===== config.mk =====
export PLATFORM = sky130hd
export DESIGN_NAME = uart_frame_packer
export DESIGN_NICKNAME = d
export VERILOG_FILES = /design/src/rtl/uart_frame_packer_pkg.sv /design/src/rtl/uart_frame_packer.sv
export SDC_FILE = /design/constraint.sdc
export NUM_CORES = 1
export LEC_CHECK = 0
export ABC_CLOCK_PERIOD_IN_PS = 5100
export BUFFER_PORTS_ARGS = -buffer_cell sky130_fd_sc_hd__buf_2
export CAP_MARGIN = 25
export CORE_ASPECT_RATIO = 0.5
export CORE_MARGIN = 2
export CORE_UTILIZATION = 55
export DETAILED_ROUTE_END_ITERATION = 10
export PLACE_DENSITY = 0.76
export SYNTH_ARGS = -nofsm -noshare
export SYNTH_HDL_FRONTEND = slang
export SYNTH_SLANG_ARGS = --single-unit

===== constraint.sdc =====
create_clock -name clk -period 5.1 [get_ports clk]
set_input_delay 1.275 -clock clk [delete_from_list [all_inputs] [get_ports clk]]
set_output_delay 1.275 -clock clk [all_outputs]
set_load 0.01 [all_outputs]

===== src/rtl/uart_frame_packer_pkg.sv =====
// Shared types and defaults for the UART-to-DDR3 frame packer.
// Holds the FSM encoding, the frame defaults and the byte shift helper.
package uart_frame_packer_pkg;

  typedef enum logic [1:0] {
    ST_HUNT = 2'd0,
    ST_RECV = 2'd1,
    ST_DONE = 2'd2
  } state_e;

  localparam logic [31:0] SYNC_WORD_DEF   = 32'hA5A5_5A5A;
  localparam int          FRAME_WORDS_DEF = 307200;
  localparam int          TIMEOUT_CYC_DEF = 5430;
  localparam int          WCNT_W          = 20;

  function automatic logic [31:0] shift_in(
    input logic [31:0] r,
    input logic [7:0]  b
  );
    return {r[23:0], b};
  endfunction

endpackage


===== src/rtl/uart_frame_packer.sv =====
// Finds the sync word in the UART byte stream and packs the
// payload MSB-first into FIFO words, one frame at a time.
//   clk, rst_n            clock and async active-low reset
//   rx_data, rx_valid     received byte and its 1-cycle strobe
//   fifo_wr_data/_en      packed word and its 1-cycle write strobe
//   frame_active          high while receiving payload
//   frame_done            pulse after the last word of a frame
//   err_timeout           pulse when an idle gap aborts the frame
//   word_cnt              words written in the current frame
module uart_frame_packer
  import uart_frame_packer_pkg::*;
#(
  parameter int          FIFO_WR_WIDTH = 32,
  parameter int          FIFO_WR_BYTE  = 4,
  parameter int          FRAME_WORDS   = FRAME_WORDS_DEF,
  parameter logic [31:0] SYNC_WORD     = SYNC_WORD_DEF,
  parameter int          TIMEOUT_CYC   = TIMEOUT_CYC_DEF
) (
  input  logic                     clk,
  input  logic                     rst_n,
  input  logic [7:0]               rx_data,
  input  logic                     rx_valid,
  output logic [FIFO_WR_WIDTH-1:0] fifo_wr_data,
  output logic                     fifo_wr_en,
  output logic                     frame_active,
  output logic                     frame_done,
  output logic                     err_timeout,
  output logic [WCNT_W-1:0]        word_cnt
);

  localparam int BW =
    (FIFO_WR_BYTE > 1) ? $clog2(FIFO_WR_BYTE) : 1;
  localparam int IW = $clog2(TIMEOUT_CYC + 1);
  localparam int W  = FIFO_WR_WIDTH;

  localparam logic [BW-1:0] LAST_BYTE =
    BW'(FIFO_WR_BYTE - 1);
  localparam logic [IW-1:0] IDLE_LAST =
    IW'(TIMEOUT_CYC - 1);
  localparam logic [WCNT_W-1:0] FRAME_LAST =
    WCNT_W'(FRAME_WORDS - 1);

  state_e            state_q, state_d;
  logic [31:0]       hunt_q, hunt_d;
  logic [W-1:0]      pack_q, pack_d;
  logic [BW-1:0]     byte_q, byte_d;
  logic [IW-1:0]     idle_q, idle_d;
  logic [WCNT_W-1:0] wcnt_q, wcnt_d;
  logic [W-1:0]      wdata_q, wdata_d;
  logic              wen_q, wen_d;
  logic              done_q, done_d;
  logic              tmo_q, tmo_d;

  logic [31:0]  hunt_nx;
  logic [W-1:0] pack_nx;

  assign hunt_nx = shift_in(hunt_q, rx_data);
  assign pack_nx = {pack_q[W-9:0], rx_data};

  always_comb begin
    state_d = state_q;
    hunt_d  = hunt_q;
    pack_d  = pack_q;
    byte_d  = byte_q;
    idle_d  = idle_q;
    wcnt_d  = wcnt_q;
    wdata_d = wdata_q;
    wen_d   = 1'b0;
    done_d  = 1'b0;
    tmo_d   = 1'b0;
    unique case (state_q)
      ST_HUNT: begin
        if (rx_valid) begin
          hunt_d = hunt_nx;
          if (hunt_nx == SYNC_WORD) begin
            state_d = ST_RECV;
            hunt_d  = '0;
            byte_d  = '0;
            idle_d  = '0;
            wcnt_d  = '0;
          end
        end
      end
      ST_RECV: begin
        // A byte on the last idle cycle wins over the abort.
        if (rx_valid) begin
          idle_d = '0;
          pack_d = pack_nx;
          if (byte_q == LAST_BYTE) begin
            byte_d  = '0;
            wen_d   = 1'b1;
            wdata_d = pack_nx;
            wcnt_d  = wcnt_q + WCNT_W'(1);
            if (wcnt_q == FRAME_LAST) begin
              state_d = ST_DONE;
            end
          end else begin
            byte_d = byte_q + BW'(1);
          end
        end else if (idle_q == IDLE_LAST) begin
          // Partial word is dropped; word_cnt stays frozen.
          tmo_d   = 1'b1;
          state_d = ST_HUNT;
          hunt_d  = '0;
          byte_d  = '0;
          idle_d  = '0;
        end else begin
          idle_d = idle_q + IW'(1);
        end
      end
      ST_DONE: begin
        done_d  = 1'b1;
        state_d = ST_HUNT;
      end
      default: begin
        state_d = ST_HUNT;
      end
    endcase
  end

  always_ff @(posedge clk or negedge rst_n) begin
    if (!rst_n) begin
      state_q <= ST_HUNT;
      hunt_q  <= '0;
      pack_q  <= '0;
      byte_q  <= '0;
      idle_q  <= '0;
      wcnt_q  <= '0;
      wdata_q <= '0;
      wen_q   <= 1'b0;
      done_q  <= 1'b0;
      tmo_q   <= 1'b0;
    end else begin
      state_q <= state_d;
      hunt_q  <= hunt_d;
      pack_q  <= pack_d;
      byte_q  <= byte_d;
      idle_q  <= idle_d;
      wcnt_q  <= wcnt_d;
      wdata_q <= wdata_d;
      wen_q   <= wen_d;
      done_q  <= done_d;
      tmo_q   <= tmo_d;
    end
  end

  assign fifo_wr_data = wdata_q;
  assign fifo_wr_en   = wen_q;
  assign frame_active = (state_q == ST_RECV);
  assign frame_done   = done_q;
  assign err_timeout  = tmo_q;
  assign word_cnt     = wcnt_q;

endmodule


==> results of run 1 <==
==> critical path, stage by stage, from the launching register on <==
cell and delay [ps]:
dfrtp_1 440, nand2b_1 640, clkinv_1 650, buf_2 320
==> cells by family (layout without fill, tap and decap cells) <==
family	Yosys count	in the layout	share of synthesized area, %
compound gates	97	97	12.6
fa+ha+maj	4	4	0.936
buf+inv	50	126	3.93
flops	120	120	56.2
mux	38	38	7.70
simple gates	203	203	18.7
==> layer usage <==
layer	vias to the layer above	GRT usage (%)	part of all wire, %	wire length, microns
li1	1955	-	-	-
met1	2054	34.6	48	5800
met2	117	37.6	46	5570
met3	13	6.98	5.4	652
met4	0	9.37	1.0	124
met5	-	0	0	0
==> path summary, 6_finish.rpt <==
kind                                  from               end  slack [ps]
min in group asynchronous            rst_n  fifo_wr_data[27]         710
max reg2reg                     state_q[1]        pack_q[14]        1960
max                             state_q[1]      frame_active        1350
max in group asynchronous            rst_n        state_q[1]        3410
min reg2reg                fifo_wr_data[7]   fifo_wr_data[7]         470
min                        fifo_wr_data[7]   fifo_wr_data[7]         470
==> power by group <==
group	total (W)	switching, W	internal, W	leakage, nW
clock network	0.00120	0.000469	0.000731	0.277
logic	0.0000714	0.0000427	0.0000287	1.33
registers	0.000994	0.0000176	0.000976	1.61
total	0.00227	0.000530	0.00174	3.22
==> layout by cell type (no fill, tap or decap), types with 2 or more instances in the layout <==
master      synthesis  final
nand4_1             8      8
o21ai_0            16     16
or2_2               2      2
buf_2              12     65
nor3b_1             2      2
a22o_1             12     12
nand4bb_1           2      2
nand3_1             9      9
bufinv_16           0      2
nor2_1             10     10
nand2b_1            5      5
a41oi_1             4      4
nor4bb_1            9      9
mux2_2             25     25
inv_6               0      6
nand4b_1            2      2
clkbuf_16           0     17
clkinvlp_4          0      4
nor3_1              9      9
dfrtp_1           120    120
nor2b_1             2      2
inv_1              22     22
mux2i_1            13     13
or4_1               5      5
and3_1              3      3
buf_4               2      4
nor4_1              2      2
a21o_1              3      3
nand2_1           124    124
ha_1                4      4
a21oi_1            13     13
o211ai_1            6      6
a31oi_1            27     27
and2_1              2      2
o31a_1              2      2
o31ai_1             3      3
==> area by class of cell <==
type | instances | area, sq um
clock inverter | 14 | 163
inverter | 24 | 90.1
tap | 135 | 169
fill | 748 | 3090
sequential | 120 | 3000
multi-input combinational | 342 | 2130
timing repair buffer | 70 | 370
clock buffer | 18 | 429
==> flip-flops by register name, indices dropped and copies added (netlist names) <==
signal,flops
frame_done,1
err_timeout,1
word_cnt,20
idle_q,13
fifo_wr_data,32
byte_q,2
fifo_wr_en,1
pack_q,24
state_q,2
hunt_q,24
==> metrics by stage <==
stage               instance area [sq um]  hold WS [ps]  total power [W]
CTS                                  6360           465          0.00229
finish                               6360           471          0.00227
global placement                     5750           446          0.00108
floorplan                            5350           433          0.00104
detailed placement                   5770           453          0.00108
global route                         6360           500          0.00234
==> results.py, run 1 <==
metrics = {
    "drt": {
        "vias": 4139,
        "wl_mm": 12.1,
        "via_per_inst": 5.72,
        "drt_iter0_markers": 277,
        "dr.pass1.iters": 5,
        "routedWlPerCell_microns": 16.8,
        "drt.antenna.violating_nets": 0,
        "remaining_drc_errors": 0,
    },
    "synthesis": {
        "synthCells": 512,
        "yosysUniqueCellTypes": 54,
        "ys.flop_type": "dfrtp_1",
        "synth_fp_nets": 527,
        "seq_area_frac_synth_pct": 56.2,
        "synth_edf_count": 0,
        "yosysWarnings": 0,
        "synth_area_sq_um": 5350,
        "yosysTopAreaCell": "dfrtp_1",
        "synth_area_leaders": "dfrtp_1, nand2_1, mux2_2, a31oi_1, mux2i_1",
        "synthArstFlopShare_pct": 100,
        "synth_common_cells": "nand2_1, dfrtp_1, a31oi_1, mux2_2, inv_1",
        "synth-seq-cells": 120,
        "netlist.area_leader.share_pct": 56.2,
        "synth.most_common_cell": "nand2_1",
        "avgSynthCellArea_sq_um": 10.4,
    },
    "clocking": {
        "clk_pin_slew_ps": 60,
        "cts-resized-gates": 0,
        "cts_tree": "yes",
        "ctsHoldBuffers": 0,
        "insertion_delay_ps": 420,
        "cts_setup_buffers": 0,
        "cts_root_buffer": "clkbuf_16",
        "numCtsBuffers": 17,
        "cts_max_level": 4,
        "clockBufferDepth": 2,
        "clock-sinks": 120,
    },
    "run": {
        "cap_violations": 0,
    },
    "critical_path": {
        "arrival_ps": 2470,
        "r2r_cells": 5,
        "worstPathMaxFanout": 18,
        "endpoint_kind": "output port",
        "crit_path_start_kind": "flop",
        "crit_type": "flop to output port",
        "required_ps": 3830,
    },
    "layout": {
        "insertedDiodeCount": 0,
        "final_layout_size_suffix_gt1_share_pct": 23.1,
        "fin_cells": 723,
        "final_net_count": 590,
        "syn_to_final_growth_pct": 18.9,
        "post-route-util_pct": 67.3,
    },
    "timing": {
        "hold_viol": 0,
        "tightest_slew_ps": 1050,
        "relSlewSlack_pct": 29.5,
        "fin_crit_ps": 3750,
        "tns_ps": 0,
        "rsz0062_at_grt": "false",
        "finalSetupViolations": 0,
        "timing.final.ws_setup_ps": 1350,
        "fin_skew_ps": 10.4,
        "max_freq_ghz": 0.267,
        "timing.final.crit_share_pct": 73.5,
        "final_max_slew_viol_count": 0,
    },
    "die": {
        "die_area_sq_um": 10600,
        "rows": 25,
        "die_w_microns": 143,
        "io_pins": 67,
        "initial_core_util_pct": 56.6,
        "coreArea_sq_um": 9450,
        "die_h_microns": 73.7,
    },
    "place": {
        "place.port_buffers": 66,
        "gp_congestion": 0.821,
        "placedCellCount": 691,
        "dp_hpwl_mm": 7.53,
        "place_ws_ps": 1720,
    },
    "min_path": {
        "hold_depth": 2,
        "min_path_type": "flop to flop",
    },
    "power_and_ir_drop": {
        "peakVddDrop_uv": 304,
        "cellLeakagePower_nw": 3.22,
        "power_density_nw_per_um2": 356,
    },
    "global_routing": {
        "grt_max_degree": 54,
        "grt_first_pass_wirelength_mm": 19.9,
        "grt_pass1_vias": 3930,
        "grtUsageTotal_pct": 24.9,
        "antenna_found_initial": 0,
        "grt_overflow": 0,
    },
    "outcome": {
        "status": "finished, final reports clean",
    },
}
(Power assumes the default switching activity.)
==> inputs of run 2 (changes only) <==
--- a/config.mk
+++ b/config.mk
@@ -5,7 +5,7 @@
 export SDC_FILE = /design/constraint.sdc
 export NUM_CORES = 1
 export LEC_CHECK = 0
-export ABC_CLOCK_PERIOD_IN_PS = 5100
+export ABC_CLOCK_PERIOD_IN_PS = 3700
 export BUFFER_PORTS_ARGS = -buffer_cell sky130_fd_sc_hd__buf_2
 export CAP_MARGIN = 25
 export CORE_ASPECT_RATIO = 0.5
==> constraint.sdc (replaced) <==
create_clock -name clk -period 3.7 [get_ports clk]
set_input_delay 0.925 -clock clk [delete_from_list [all_inputs] [get_ports clk]]
set_output_delay 0.925 -clock clk [all_outputs]
set_load 0.01 [all_outputs]
==> run 2 against run 1 <==
Net effect:
- first-iteration DRC count fell by 3.6%
- global-route usage down 0.38 points
- total power grew 35%
- clock skew is 2.1 ps lower
- final cell count grew 0.83%
- sequential power rose by 38%
- non-clock buffer count grew 6
- flip-flop and latch count is the same
- setup slack lost 150 ps
- critical endpoint is now word_cnt[16]
==> results.py, run 2 (synthesis gave the netlist of run 1 again) <==
metrics = {
    "outcome": {
        "status": "finished, final reports clean",
    },
    "die": {
        "io_pins": 67,
        "die_area_sq_um": 10600,
        "die_w_microns": 143,
        "die_h_microns": 73.7,
        "rows": 25,
        "coreArea_sq_um": 9450,
        "initial_core_util_pct": 56.6,
    },
    "clocking": {
        "ctsHoldBuffers": 0,
        "clk_pin_slew_ps": 60,
        "cts_max_level": 4,
        "numCtsBuffers": 17,
        "cts_tree": "yes",
        "clock-sinks": 120,
        "insertion_delay_ps": 410,
        "cts-resized-gates": 0,
        "clockBufferDepth": 2,
        "cts_root_buffer": "clkbuf_16",
        "cts_setup_buffers": 0,
    },
    "timing": {
        "timing.final.ws_setup_ps": 1200,
        "fin_skew_ps": 8.33,
        "fin_crit_ps": 2500,
        "holdWs_ps": 468,
        "tns_ps": 0,
        "finalSetupViolations": 0,
        "hold_viol": 0,
        "rsz0062_at_grt": "false",
        "final_max_slew_viol_count": 0,
        "timing.final.crit_share_pct": 67.5,
        "tightest_slew_ps": 846,
        "relSlewSlack_pct": 43.6,
        "max_freq_ghz": 0.400,
    },
    "global_routing": {
        "grt_pass1_vias": 3907,
        "grt_max_degree": 69,
        "antenna_found_initial": 0,
        "grtUsageTotal_pct": 24.5,
        "grt_overflow": 0,
        "grt_first_pass_wirelength_mm": 19.7,
    },
    "drt": {
        "wl_mm": 11.9,
        "drt_iter0_markers": 267,
        "remaining_drc_errors": 0,
        "via_per_inst": 5.61,
        "dr.pass1.iters": 5,
        "drt.antenna.violating_nets": 0,
        "routedWlPerCell_microns": 16.3,
        "vias": 4089,
    },
    "power_and_ir_drop": {
        "cellLeakagePower_nw": 3.24,
        "power_density_nw_per_um2": 479,
        "peakVddDrop_uv": 367,
    },
    "layout": {
        "final_net_count": 596,
        "layout.cells.most_common": "nand2_1",
        "final_layout_size_suffix_gt1_share_pct": 24.1,
        "fillCellCount": 749,
        "fin_cells": 729,
        "largest_reg_flops": 32,
        "multi_input_area_sq_um": 2130,
        "syn_to_final_growth_pct": 19.5,
        "insertedDiodeCount": 0,
        "final_cell_mix": "nand2_1, dfrtp_1, buf_2",
        "regArea_sq_um": 3000,
        "post-route-util_pct": 67.6,
    },
    "critical_path": {
        "max_stage_delay_ps": 740,
        "path_cells": "buf_2 > nor4bb_1 > nand4_1 > o31ai_4 > a31oi_1",
        "critPathSlowestCell": "o31ai_4",
        "worstPathMaxFanout": 17,
        "crit_type": "input port to flop",
        "rrSetupSlack_ps": 1320,
        "crit_path_start_kind": "input port",
        "crit_end": "word_cnt[16]",
        "endpoint_kind": "flop",
        "regToRegStartpoint": "idle_q[1]",
        "arrival_ps": 2740,
        "timing.rr.end": "hunt_q[21]",
        "required_ps": 3940,
        "r2r_cells": 7,
        "startpoint": "rx_data[5]",
    },
    "min_path": {
        "hold_depth": 2,
        "min_path_type": "flop to flop",
    },
    "place": {
        "place_ws_ps": 833,
        "placedCellCount": 697,
        "place.port_buffers": 66,
        "gp_congestion": 0.796,
        "dp_hpwl_mm": 7.64,
    },
    "run": {
        "cap_violations": 0,
    },
}
[run 2: changes by cell type in the layout (fill, tap and decap cells not counted), moves of 3 or more]
cell / change
inv_6: -4
clkbuf_8: +3
clkinv_4: +3
buf_4: +7
[run 2: critical path, delay by kind of cell]
family                 cells  cell delay (ps)
AOI/OAI and AO/OA          2              960
and+or+nand+nor            2              720
buffers and inverters      1              120
[run 2: report_power, final]
group          internal (W)   total, W  switching [W]
logic             0.0000408  0.0000983      0.0000575
registers           0.00135    0.00137      0.0000237
clock network      0.000982    0.00159       0.000610
total               0.00237    0.00306       0.000691
[run 2: worst min-delay path by stage]
stage	endpoint	start	slack [ps]
after floorplan	fifo_wr_data[24]	pack_q[16]	430
after global placement	fifo_wr_data[24]	pack_q[16]	450
after detailed placement	fifo_wr_data[27]	pack_q[19]	460
after CTS	fifo_wr_data[27]	pack_q[19]	470
after global routing	fifo_wr_data[27]	fifo_wr_data[27]	480
final	fifo_wr_data[5]	fifo_wr_data[5]	470
[run 2: area by class of cell]
type	instances	share of cell area, %
tap	135	2.64
multi-input combinational	342	33.4
sequential	120	47.0
inverter	24	1.41
clock inverter	12	1.84
timing repair buffer	76	6.39
clock buffer	20	7.31
[run 2: layer usage]
layer	track usage [%]	up-vias	wire (microns)
met3	6.98	13	668
met1	33.9	2002	5710
met2	37.2	117	5340
met4	9.04	0	155
li1	-	1957	-
met5	0	-	0
[run 2: through the flow]
stage               cell area [sq um]  power [W]
CTS                              6390    0.00309
global placement                 5800    0.00149
finish                           6390    0.00306
floorplan                        5350    0.00144
detailed placement               5800    0.00149
global route                     6390    0.00317
